==> config.mk <==
export PLATFORM = sky130hd
export DESIGN_NAME = axi4_lite_regfile_slave
export DESIGN_NICKNAME = d
export VERILOG_FILES = /design/src/rtl/axi4_lite_regfile_slave.sv
export SDC_FILE = /design/constraint.sdc
export NUM_CORES = 1
export LEC_CHECK = 0
export BUFFER_PORTS_ARGS = -buffer_cell sky130_fd_sc_hd__buf_2
export CORE_AREA = 2 2 460 462
export CTS_CLUSTER_SIZE = 30
export DETAILED_ROUTE_END_ITERATION = 10
export DIE_AREA = 0 0 462 464
export HOLD_SLACK_MARGIN = 0.08
export PLACE_DENSITY = 0.41
export SYNTH_ARGS = -nofsm -noshare
export SYNTH_HDL_FRONTEND = slang
export SYNTH_SLANG_ARGS = --single-unit
==> constraint.sdc <==
create_clock -name ACLK -period 2.15 [get_ports ACLK]
set_input_delay 0.43 -clock ACLK [delete_from_list [all_inputs] [get_ports ACLK]]
set_output_delay 0.43 -clock ACLK [all_outputs]
set_load 0.01 [all_outputs]
==> src/rtl/axi4_lite_regfile_slave.sv <==
// AXI4-Lite slave register file.
//   Parameters: ADDR_WIDTH, DATA_WIDTH (32 or 64), NUM_REGS (power of 2, >= 2),
//               RO_MASK (bit i set: register i is read-only and reads from status_i).
//   Ports: ACLK/ARESETn; AW, W, B, AR and R AXI4-Lite channels;
//          regs_o   flat register contents, reg i at [i*DATA_WIDTH +: DATA_WIDTH];
//          status_i hardware values returned for read-only registers.
// The write and read paths are independent FSMs. AW and W are captured separately,
// in either order. The write commits on the edge where both are held.
module axi4_lite_regfile_slave #(
  parameter int unsigned          ADDR_WIDTH = 32,
  parameter int unsigned          DATA_WIDTH = 32,
  parameter int unsigned          NUM_REGS   = 16,
  parameter logic [NUM_REGS-1:0]  RO_MASK    = '0
) (
  input  logic                           ACLK,
  input  logic                           ARESETn,
  input  logic [ADDR_WIDTH-1:0]          AWADDR,
  input  logic                           AWVALID,
  output logic                           AWREADY,
  input  logic [DATA_WIDTH-1:0]          WDATA,
  input  logic [DATA_WIDTH/8-1:0]        WSTRB,
  input  logic                           WVALID,
  output logic                           WREADY,
  output logic [1:0]                     BRESP,
  output logic                           BVALID,
  input  logic                           BREADY,
  input  logic [ADDR_WIDTH-1:0]          ARADDR,
  input  logic                           ARVALID,
  output logic                           ARREADY,
  output logic [DATA_WIDTH-1:0]          RDATA,
  output logic [1:0]                     RRESP,
  output logic                           RVALID,
  input  logic                           RREADY,
  output logic [NUM_REGS*DATA_WIDTH-1:0] regs_o,
  input  logic [NUM_REGS*DATA_WIDTH-1:0] status_i
);

  localparam int unsigned StrbW = DATA_WIDTH / 8;
  localparam int unsigned Lsb   = $clog2(StrbW);
  localparam int unsigned IdxW  = $clog2(NUM_REGS);
  localparam logic [1:0]  RespOkay   = 2'b00;
  localparam logic [1:0]  RespSlvErr = 2'b10;

  typedef enum logic {StWIdle, StWResp} w_state_e;
  typedef enum logic {StRIdle, StRData} r_state_e;

  // Any address bit at or above the register window makes the access out-of-range.
  function automatic logic in_range(input logic [ADDR_WIDTH-1:0] a);
    return (a >> (Lsb + IdxW)) == '0;
  endfunction

  logic [DATA_WIDTH-1:0] regs_q [NUM_REGS];

  // Write path state
  w_state_e              w_state_q, w_state_d;
  logic                  aw_held_q, aw_held_d, w_held_q, w_held_d;
  logic [ADDR_WIDTH-1:0] awaddr_q, awaddr_d;
  logic [DATA_WIDTH-1:0] wdata_q, wdata_d;
  logic [StrbW-1:0]      wstrb_q, wstrb_d;
  logic                  awready_q, awready_d, wready_q, wready_d;
  logic                  bvalid_q, bvalid_d;
  logic [1:0]            bresp_q, bresp_d;
  logic [IdxW-1:0]       widx;
  logic                  wr_err, commit;

  // Read path state
  r_state_e              r_state_q, r_state_d;
  logic                  arready_q, arready_d, rvalid_q, rvalid_d;
  logic [DATA_WIDTH-1:0] rdata_q, rdata_d;
  logic [1:0]            rresp_q, rresp_d;
  logic [IdxW-1:0]       ridx;

  assign widx   = awaddr_q[Lsb +: IdxW];
  assign wr_err = !in_range(awaddr_q) || RO_MASK[widx];
  assign commit = (w_state_q == StWIdle) && aw_held_q && w_held_q;
  assign ridx   = ARADDR[Lsb +: IdxW];

  always_comb begin
    w_state_d = w_state_q;
    aw_held_d = aw_held_q;
    w_held_d  = w_held_q;
    awaddr_d  = awaddr_q;
    wdata_d   = wdata_q;
    wstrb_d   = wstrb_q;
    bvalid_d  = bvalid_q;
    bresp_d   = bresp_q;
    unique case (w_state_q)
      StWIdle: begin
        if (AWVALID && awready_q) begin
          aw_held_d = 1'b1;
          awaddr_d  = AWADDR;
        end
        if (WVALID && wready_q) begin
          w_held_d = 1'b1;
          wdata_d  = WDATA;
          wstrb_d  = WSTRB;
        end
        if (commit) begin
          aw_held_d = 1'b0;
          w_held_d  = 1'b0;
          bvalid_d  = 1'b1;
          bresp_d   = wr_err ? RespSlvErr : RespOkay;
          w_state_d = StWResp;
        end
      end
      StWResp: begin
        if (BREADY) begin
          bvalid_d  = 1'b0;
          bresp_d   = RespOkay;
          w_state_d = StWIdle;
        end
      end
      default: w_state_d = StWIdle;
    endcase
    // Readies are registered so they stay low in reset and rise one edge after release.
    awready_d = (w_state_d == StWIdle) && !aw_held_d;
    wready_d  = (w_state_d == StWIdle) && !w_held_d;
  end

  always_comb begin
    r_state_d = r_state_q;
    rvalid_d  = rvalid_q;
    rdata_d   = rdata_q;
    rresp_d   = rresp_q;
    unique case (r_state_q)
      StRIdle: begin
        if (ARVALID && arready_q) begin
          rvalid_d  = 1'b1;
          r_state_d = StRData;
          if (!in_range(ARADDR)) begin
            rdata_d = '0;
            rresp_d = RespSlvErr;
          end else begin
            rdata_d = RO_MASK[ridx] ? status_i[ridx*DATA_WIDTH +: DATA_WIDTH] : regs_q[ridx];
            rresp_d = RespOkay;
          end
        end
      end
      StRData: begin
        if (RREADY) begin
          rvalid_d  = 1'b0;
          r_state_d = StRIdle;
        end
      end
      default: r_state_d = StRIdle;
    endcase
    arready_d = (r_state_d == StRIdle);
  end

  always_ff @(posedge ACLK or negedge ARESETn) begin
    if (!ARESETn) begin
      w_state_q <= StWIdle;
      aw_held_q <= 1'b0;
      w_held_q  <= 1'b0;
      awaddr_q  <= '0;
      wdata_q   <= '0;
      wstrb_q   <= '0;
      awready_q <= 1'b0;
      wready_q  <= 1'b0;
      bvalid_q  <= 1'b0;
      bresp_q   <= '0;
      r_state_q <= StRIdle;
      arready_q <= 1'b0;
      rvalid_q  <= 1'b0;
      rdata_q   <= '0;
      rresp_q   <= '0;
    end else begin
      w_state_q <= w_state_d;
      aw_held_q <= aw_held_d;
      w_held_q  <= w_held_d;
      awaddr_q  <= awaddr_d;
      wdata_q   <= wdata_d;
      wstrb_q   <= wstrb_d;
      awready_q <= awready_d;
      wready_q  <= wready_d;
      bvalid_q  <= bvalid_d;
      bresp_q   <= bresp_d;
      r_state_q <= r_state_d;
      arready_q <= arready_d;
      rvalid_q  <= rvalid_d;
      rdata_q   <= rdata_d;
      rresp_q   <= rresp_d;
    end
  end

  always_ff @(posedge ACLK or negedge ARESETn) begin
    if (!ARESETn) begin
      for (int i = 0; i < NUM_REGS; i++) regs_q[i] <= '0;
    end else if (commit && !wr_err) begin
      for (int b = 0; b < StrbW; b++) begin
        if (wstrb_q[b]) regs_q[widx][8*b +: 8] <= wdata_q[8*b +: 8];
      end
    end
  end

  always_comb begin
    regs_o = '0;
    for (int i = 0; i < NUM_REGS; i++) regs_o[i*DATA_WIDTH +: DATA_WIDTH] = regs_q[i];
  end

  assign AWREADY = awready_q;
  assign WREADY  = wready_q;
  assign BVALID  = bvalid_q;
  assign BRESP   = bresp_q;
  assign ARREADY = arready_q;
  assign RVALID  = rvalid_q;
  assign RDATA   = rdata_q;
  assign RRESP   = rresp_q;

endmodule

After elaboration in Yosys (flattened, before gate mapping):

Memories as Yosys holds them, arrays and structs flattened.
Cells that the tools add are included.

* bits in registers: 625
* output and inout port bits: 553
* word-level logic and storage cells: 119
* input port bits: 619
* memory bits (read-only): 32
* memories: 2

Memory list
* (no name shown): depth 16, width 1, read ports 1, clocked after Yosys merged registers in 0, write ports 0, line 134 `rdata_d = RO_MASK[ridx] ? status_i[ridx*DATA_WIDTH +: DATA_WIDTH] : regs_q[ridx];`
* (no name shown): depth 16, width 1, read ports 1, clocked after Yosys merged registers in 0, write ports 0, line 74 `assign wr_err = !in_range(awaddr_q) || RO_MASK[widx];`

* muxes and demuxes: 49
* $lt $le $gt $ge: 5
* equal/unequal tests: 4
* bitwise logic cells: 6
* reductions and logical operators: 21
* shifts and indexed selects: 1

Operators by type and width (number)
* 2-to-1 mux 512 bit: 7
* bitwise mux 512 bit: 4
* demux 32 bit (select 4 bit): 4
* indexed part select 512 x 10 -> 32 bit: 1
* 2-to-1 mux 32 bit: 5
* binary-select mux 32 bit (select 4 bit): 1
* logical NOT 32 bit: 2
* 2-to-1 mux 24 bit: 1
* 2-to-1 mux 1 bit: 16
* 2-to-1 mux 16 bit: 1
* >= comparator 5 bit (second input constant): 2
* < comparator 4 x 5 -> 1 bit (second input constant): 2
* inverter 4 -> 5 bit: 2
* AND reduction 2 bit: 5
* logical AND 1 bit: 9
* 2-to-1 mux 2 bit: 4
* 2-to-1 mux 8 bit: 1
* != test 2 bit (second input constant): 4
* case mux 1 bit (2 select lines): 4
* < comparator 5 x 1 -> 1 bit (second input constant): 1
* logical NOT 1 bit: 4
* inverter 1 bit: 4
* case mux 2 bit (2 select lines): 1
* logical OR 1 bit: 1

Longest topological paths before layout:

Gate-level depths: netlist of run 1.

* depth in word-level cells: 16
* mapped depth: 7
* mapped depth without buffers: 4

Worst setup path before layout of run 1:

OpenSTA, ideal clock, no wires.

* path type: reg-to-reg
* start point: reg w_state_q
* end point: reg regs_q, in the netlist regs_o[100]
* stages on the path, launching flop included: 8
* path slack: -47 ps
* path buffers: 3
* setup time: 125 ps
* arrival: 2072 ps
* period minus slack after synthesis: 2197 ps
* required time: 2025 ps
* cell sequence: dfrtp_1 -> and3b_1 -> buf_2 -> nand4_1 -> buf_2 -> buf_6 -> nor4_4 -> mux2_2

* word-level cells in the longest chain between the ends: 4

Ends and longest elaborated chain
* from (decl): line 55 `w_state_e w_state_q, w_state_d;`
* from (signal assigned): line 152 `w_state_q <= StWIdle;`
* from (signal assigned): line 168 `w_state_q <= w_state_d;`
* inverter 1 bit (no source line)
* logical AND 1 bit (2 in a row): line 75 `assign commit = (w_state_q == StWIdle) && aw_held_q && w_held_q;`
* logical AND 1 bit: line 189 `end else if (commit && !wr_err) begin`
* to (signal, indexed assignment): line 191 `if (wstrb_q[b]) regs_q[widx][8*b +: 8] <= wdata_q[8*b +: 8];`
* to (decl): line 52 `logic [DATA_WIDTH-1:0] regs_q [NUM_REGS];`

Every way passes these cells.
A chain may end at the register's enable or synchronous reset.

Worst setup path after layout of run 1:

* start point: reg awaddr_q[14]
* end point: reg regs_q, in the netlist regs_o[221]

* word-level cells in the longest chain between the ends: 5

Ends and longest elaborated chain
* from (decl): line 57 `logic [ADDR_WIDTH-1:0] awaddr_q, awaddr_d;`
* from (signal assigned): line 171 `awaddr_q <= awaddr_d;`
* logical NOT 32 bit: line 49 `return (a >> (Lsb + IdxW)) == '0;`
* logical NOT 1 bit: line 74
* logical OR 1 bit: line 74
* logical NOT 1 bit: line 189
* logical AND 1 bit: line 189

Every way passes these cells.

==> impl_metrics.tcl, run 1 <==
set metrics [dict create \
    synth_most_common_cell "dfrtp_1" \
    r2r_end "regs_o[221]" \
    grt_max_degree 82 \
    crit_chain "nor4_4 -> nand4_1 -> buf_6 -> buf_16 -> buf_12 -> nor4_4 -> buf_12 -> mux2_4" \
    yosysWarnings 0 \
    layout_setup_ws_ns -0.3150 \
    gp_congestion 0.8016 \
    ys.flop_type "dfrtp_1" \
    synth_commonest_cells "dfrtp_1, mux2_2, mux4_2, clkbuf_1, nor4_4" \
    power_density_nw_per_um2 762.4 \
    violations "negative setup slack" \
    r2r_cells 8 \
    worstMarginPinSlew_ns 1.173 \
    cts_made_buffers 82 \
    cts.sinks 621 \
    layout-drive-gt1-share_pct 66.72 \
    worst_setup_path_end_kind "flip-flop" \
    status "finished, violations left" \
    ioPinCount 1172 \
    finalHoldViolCount 0 \
    power.total_mw 32.63 \
    start_util_pct 13.41 \
    cp-startpoint "awaddr_q[14]" \
    root_buffer "clkbuf_16" \
    crit_slowest_cell "dfrtp_1" \
    synth_cells 1703 \
    yosysUniqueCellTypes 31 \
    layout.nets 3250 \
    fmax_mhz 405.7 \
    vias_per_cell 3.640 \
    antenna_found_initial 16 \
    fin_crit_sh_pct 114.7 \
    drt-initial-drc-count 1108 \
    leakagePower_nw 20.55 \
    final-setup-viol-count 512 \
    grt_pass1_vias 21530 \
    whs_ns 0.1877 \
    chipHeight_um 464 \
    synth.largest_area_cell "dfrtp_1" \
    crit_type "flip-flop to flip-flop" \
    utilization_pct 20.46 \
    placement.io_buffers 653 \
    firstDrtPassIters 4 \
    path_max_fanout 8 \
    netlist_area_um2 28050 \
    slew_viol_final 0 \
    insertion_delay_ns 0.69 \
    ys_top_cells_by_area "dfrtp_1, mux2_2, mux4_2, nor4_4, a22oi_1" \
    yosysSeqAreaShare_pct 55.39 \
    postLayoutCellArea_um2 42800 \
    grt.overflow.total 0 \
    design.die.area_um2 214400 \
    rows 168 \
    vdd_drop_max_mv 0.8653 \
    grt_usage_pct 13.03 \
    r2r-start "awaddr_q[14]" \
    hpwlAfterDp_mm 105.5 \
    synth_edf_count 0 \
    maxCapViolations 0 \
    skew_ns 0.03465 \
    yosysTopAreaCellShare_pct 55.39 \
    start_kind "flip-flop" \
    rsz0062_at_grt "true" \
    drc 0 \
    synth_adder_area_share_pct 0 \
    synth-compound-area-share_pct 2.832 \
    cts_tree "done" \
    final_cells 5508 \
    wl_mm 142.5 \
    slew_headroom_pct 21.78 \
    htreeDepth 3 \
    reg2reg_slack_ns -0.32 \
    ys_seq_elements 621 \
    wl_per_cell_um 25.86 \
    syn_to_final_growth_pct 52.57 \
    postRouteAntennaNets 0 \
    period_minus_slack_ns 2.465 \
    routed-via-count 20050 \
    synth-async-reset-ratio_pct 100.0 \
    dp_slack_ns -0.5347 \
    grt_pass1_wl_mm 192.7 \
    hold_path_class "input port to asynchronous set/reset pin" \
    critical_path_arrival_ns 3.04 \
    synth_top_family_by_area "multiplexers" \
    synthMuxAreaShare_pct 33.51 \
    crit_family "simple AND/OR/NAND/NOR gates" \
    cp.buffers_inverters 4 \
    crit_required_ns 2.73 \
    dieWidth_um 462 \
    dpl_cell_area_um2 37300 \
    core_area_um2 209200 \
    cts.clk_slew.worst_paths_ns 0.06 \
    synthXorXnorAreaFrac_pct 0 \
    clock_path_buffers 3 \
    max_stage_delay_ns 0.41 \
    fin_tns_setup_ns -102.06 \
    dp.cells 5263 \
    synth_area_per_cell_um2 16.47 \
    synth-simple-area-share_pct 6.431 \
]
[timing repair]
action,in CTS,in global routing
hold buffers,71,0
pin swaps,29,21
gates resized for setup,328,145
endpoints found under the hold margin,396,0
cloned,5,2
setup endpoints to repair,512,512
setup buffers,10,4
[how the worst max path moves through the flow]
stage / endpoint / slack [ns] / cells past startpoint
2_1_floorplan: regs_o[100] / -0.03 / 6
3_3_place_gp: regs_o[125] / -0.53 / 8
3_5_place_dp: regs_o[123] / -0.53 / 8
4_1_cts: regs_o[313] / -0.36 / 8
5_1_grt: regs_o[253] / -0.39 / 8
6_report: regs_o[221] / -0.32 / 8
[sequential cells by signal (all words and copies together) (netlist names)]
signal and count:
regs_o 512, RDATA 32, wdata_q 32, awaddr_q 30, wstrb_q 4, ARREADY 1, AWREADY 1, BRESP 1
BVALID 1, RRESP 1, RVALID 1, WREADY 1, aw_held_q 1, r_state_q 1, w_held_q 1, w_state_q 1
[per-layer routing]
| layer | track usage [%] | part of all wire [%] | up-vias |
|---|---|---|---|
| li1 | - | - | 8428 |
| met1 | 16.13 | 42 | 10740 |
| met2 | 21.52 | 48 | 694 |
| met3 | 3.794 | 6.3 | 180 |
| met4 | 4.313 | 3.4 | 2 |
| met5 | 0 | 0.0077 | - |
[cell usage in the layout, fill, tap and decap left out, types with 4 or more instances in the layout]
cell type / n
diode_2: 5
mux4_2: 128
buf_12: 108
buf_4: 104
nand2_1: 44
mux2_2: 137
nor4_4: 65
nor2b_1: 6
buf_16: 7
clkbuf_16: 87
dlygate4sd3_1: 71
clkbuf_8: 20
dfrtp_1: 621
inv_2: 4
a22o_1: 31
inv_6: 5
nand4_1: 5
clkinv_4: 5
buf_6: 5
buf_8: 4
buf_2: 650
nor2_1: 9
mux2_4: 441
nor4_1: 8
inv_1: 4
clkbuf_1: 17
a22oi_1: 62
nand3_1: 6
clkinv_2: 11
clkinvlp_4: 4
[cell type report]
cell class / count / area [um2]
Fill cell: 22530 / 166400
Antenna cell: 5 / 12.51
Timing Repair Buffer: 951 / 7266
Tap cell: 2805 / 3510
Clock buffer: 122 / 2466
Multi-Input combinational cell: 967 / 13740
Inverter: 8 / 30.03
Sequential cell: 621 / 15540
Clock inverter: 29 / 236.5
[where the power goes]
group / switching, mW / internal [mW]
sequential: 2.36 / 12.4
combinational: 2.32 / 1.72
clock: 5.84 / 8.00
[kinds of logic (layout without fill, tap and decap cells)]
family                 count (synthesis)  count (layout)
DFF                                  621             621
and+or+nand+nor                      157             157
AOI/OAI and AO/OA                    101             101
muxes                                707             707
buffers and inverters                116            1110
other                                  1               7
Power figures use the tool's default switching activity.
==> run 2, diff against run 1 <==
Settings changed: CORE_AREA 2 2 460 462 to 2 2 454 456, CTS_BUF_LIST set to sky130_fd_sc_hd__clkbuf_8, DIE_AREA 0 0 462 464 to 0 0 456 458.
==> run 2 against run 1 <==
Compared with the run above:
- the run still ends with negative setup slack left
- critical endpoint is now regs_o[368]
- combinational power hardly changed
- largest power group unchanged
- wire length down 2.3%
- sequential share of layout area grew 1.3 points
- clock skew is 0.054 ns higher
- register-to-register slack better by 0.03 ns
- clock power down 7%
- core utilization down 0.17 points
- cell area fell by 3.4%
- first-iteration DRC count is 6.1% lower
- sequential cell count did not move
- cell count decreased by 0.27%
- die area shrank 2.6%
==> impl_metrics.tcl, run 2 (synthesis gave the netlist of run 1 again) <==
set metrics [dict create \
    maxCapViolations 0 \
    whs_ns 0.2283 \
    cts_made_buffers 121 \
    placement.io_buffers 653 \
    layout-drive-gt1-share_pct 65.45 \
    slew_viol_final 0 \
    period_minus_slack_ns 2.431 \
    drt-initial-drc-count 1040 \
    gp_congestion 0.8183 \
    final_common_cell "buf_2" \
    rows 166 \
    dp_slack_ns -0.4466 \
    crit_top_cell "buf_12" \
    cts.clk_slew.worst_paths_ns 0.06 \
    hpwlAfterDp_mm 103.2 \
    cts.sinks 621 \
    htreeDepth 3 \
    worstMarginPinSlew_ns 0.9229 \
    hold_path_class "input port to asynchronous set/reset pin" \
    syn_to_final_growth_pct 47.41 \
    grt_pass1_vias 21530 \
    final-setup-viol-count 517 \
    grt_max_degree 73 \
    layout.cells.most_common_list "buf_2, dfrtp_1, mux2_2, clkbuf_8, mux4_2" \
    reg2reg_slack_ns -0.28 \
    dpl_cell_area_um2 37250 \
    wl_per_cell_um 25.33 \
    r2r_end "regs_o[368]" \
    layout_setup_ws_ns -0.2808 \
    start_util_pct 13.77 \
    final_cells 5493 \
    leakagePower_nw 20.49 \
    chipHeight_um 458 \
    ioPinCount 1172 \
    crit_family "buffers and inverters" \
    grt_pass1_wl_mm 189.0 \
    grt.overflow.total 0 \
    critical_path_arrival_ns 3.16 \
    firstDrtPassIters 5 \
    skew_ns 0.08859 \
    layout.nets 3314 \
    drc 0 \
    slew_headroom_pct 38.47 \
    vdd_drop_max_mv 0.6336 \
    crit_type "flip-flop to flip-flop" \
    rsz0062_at_grt "true" \
    utilization_pct 20.30 \
    crit_slowest_cell "dfrtp_1" \
    routed-via-count 20150 \
    r2r-start "awaddr_q[20]" \
    clock_path_buffers 3 \
    power.total_mw 31.53 \
    vias_per_cell 3.669 \
    antenna_found_initial 13 \
    dp.cells 5149 \
    worst_setup_path_end_kind "flip-flop" \
    r2r_cells 8 \
    postLayoutCellArea_um2 41350 \
    dieWidth_um 456 \
    crit_chain "nor4_2 -> buf_4 -> nand4_1 -> buf_6 -> buf_12 -> nor4_4 -> buf_12 -> mux2_2" \
    max_stage_delay_ns 0.38 \
    finalHoldViolCount 0 \
    cp.buffers_inverters 4 \
    start_kind "flip-flop" \
    insertion_delay_ns 0.93 \
    fin_crit_sh_pct 113.1 \
    wl_mm 139.1 \
    core_area_um2 203800 \
    postRouteAntennaNets 0 \
    root_buffer "clkbuf_8" \
    largest_reg_flops 512 \
    fin_tns_setup_ns -89.18 \
    design.die.area_um2 208800 \
    power_density_nw_per_um2 762.4 \
    status "finished, violations left" \
    cts_tree "done" \
    path_max_fanout 12 \
    violations "negative setup slack" \
    grt_usage_pct 13.03 \
    fmax_mhz 411.4 \
    crit_required_ns 2.88 \
]
-- run 2: how the worst max path moves through the flow --
stage                 startpoint  cells past startpoint     endpoint
floorplan           awaddr_q[20]                      6  regs_o[100]
global placement    awaddr_q[26]                      8  regs_o[424]
detailed placement   awaddr_q[7]                      7  regs_o[428]
CTS                 awaddr_q[20]                      8  regs_o[368]
global route        awaddr_q[20]                      8  regs_o[368]
finish              awaddr_q[20]                      8  regs_o[368]
-- run 2: final cells by class --
type / instances / area, um2
tap: 2688 / 3363
clock inverter: 77 / 559.3
inverter: 8 / 30.03
antenna: 9 / 22.52
fill: 22030 / 162400
clock buffer: 147 / 2023
sequential: 621 / 15540
timing repair buffer: 976 / 7512
multi-input combinational: 967 / 12300
-- run 2: tightest hold or removal path, cell delays in order --
cell and delay, ns:
dlygate4sd3_1 0.56, buf_8 0.27, buf_12 0.22
-- run 2: power by group --
group	leakage [nW]	switching [mW]	internal, mW	total, mW
Clock	1.51	5.97	6.86	12.8
Combinational	10.5	2.23	1.83	4.06
Sequential	8.51	2.25	12.4	14.6
Total	20.5	10.4	21.1	31.5
-- run 2: what timing repair did --
action,4_1_cts,5_1_grt
cloned,3,2
setup buffers,2,3
gates resized for setup,30,55
hold endpoints to repair,705,0
pin swaps,22,7
hold buffers,101,0
endpoints found under the setup margin,523,517
-- run 2: layer usage --
metal | vias to the layer above | global-route usage (%) | share of wire [%]
li1 | 8601 | - | -
met1 | 10830 | 14.64 | 39
met2 | 515 | 23.69 | 53
met3 | 209 | 2.835 | 4.5
met4 | 2 | 5.287 | 3.8
met5 | - | 0 | 0.0065
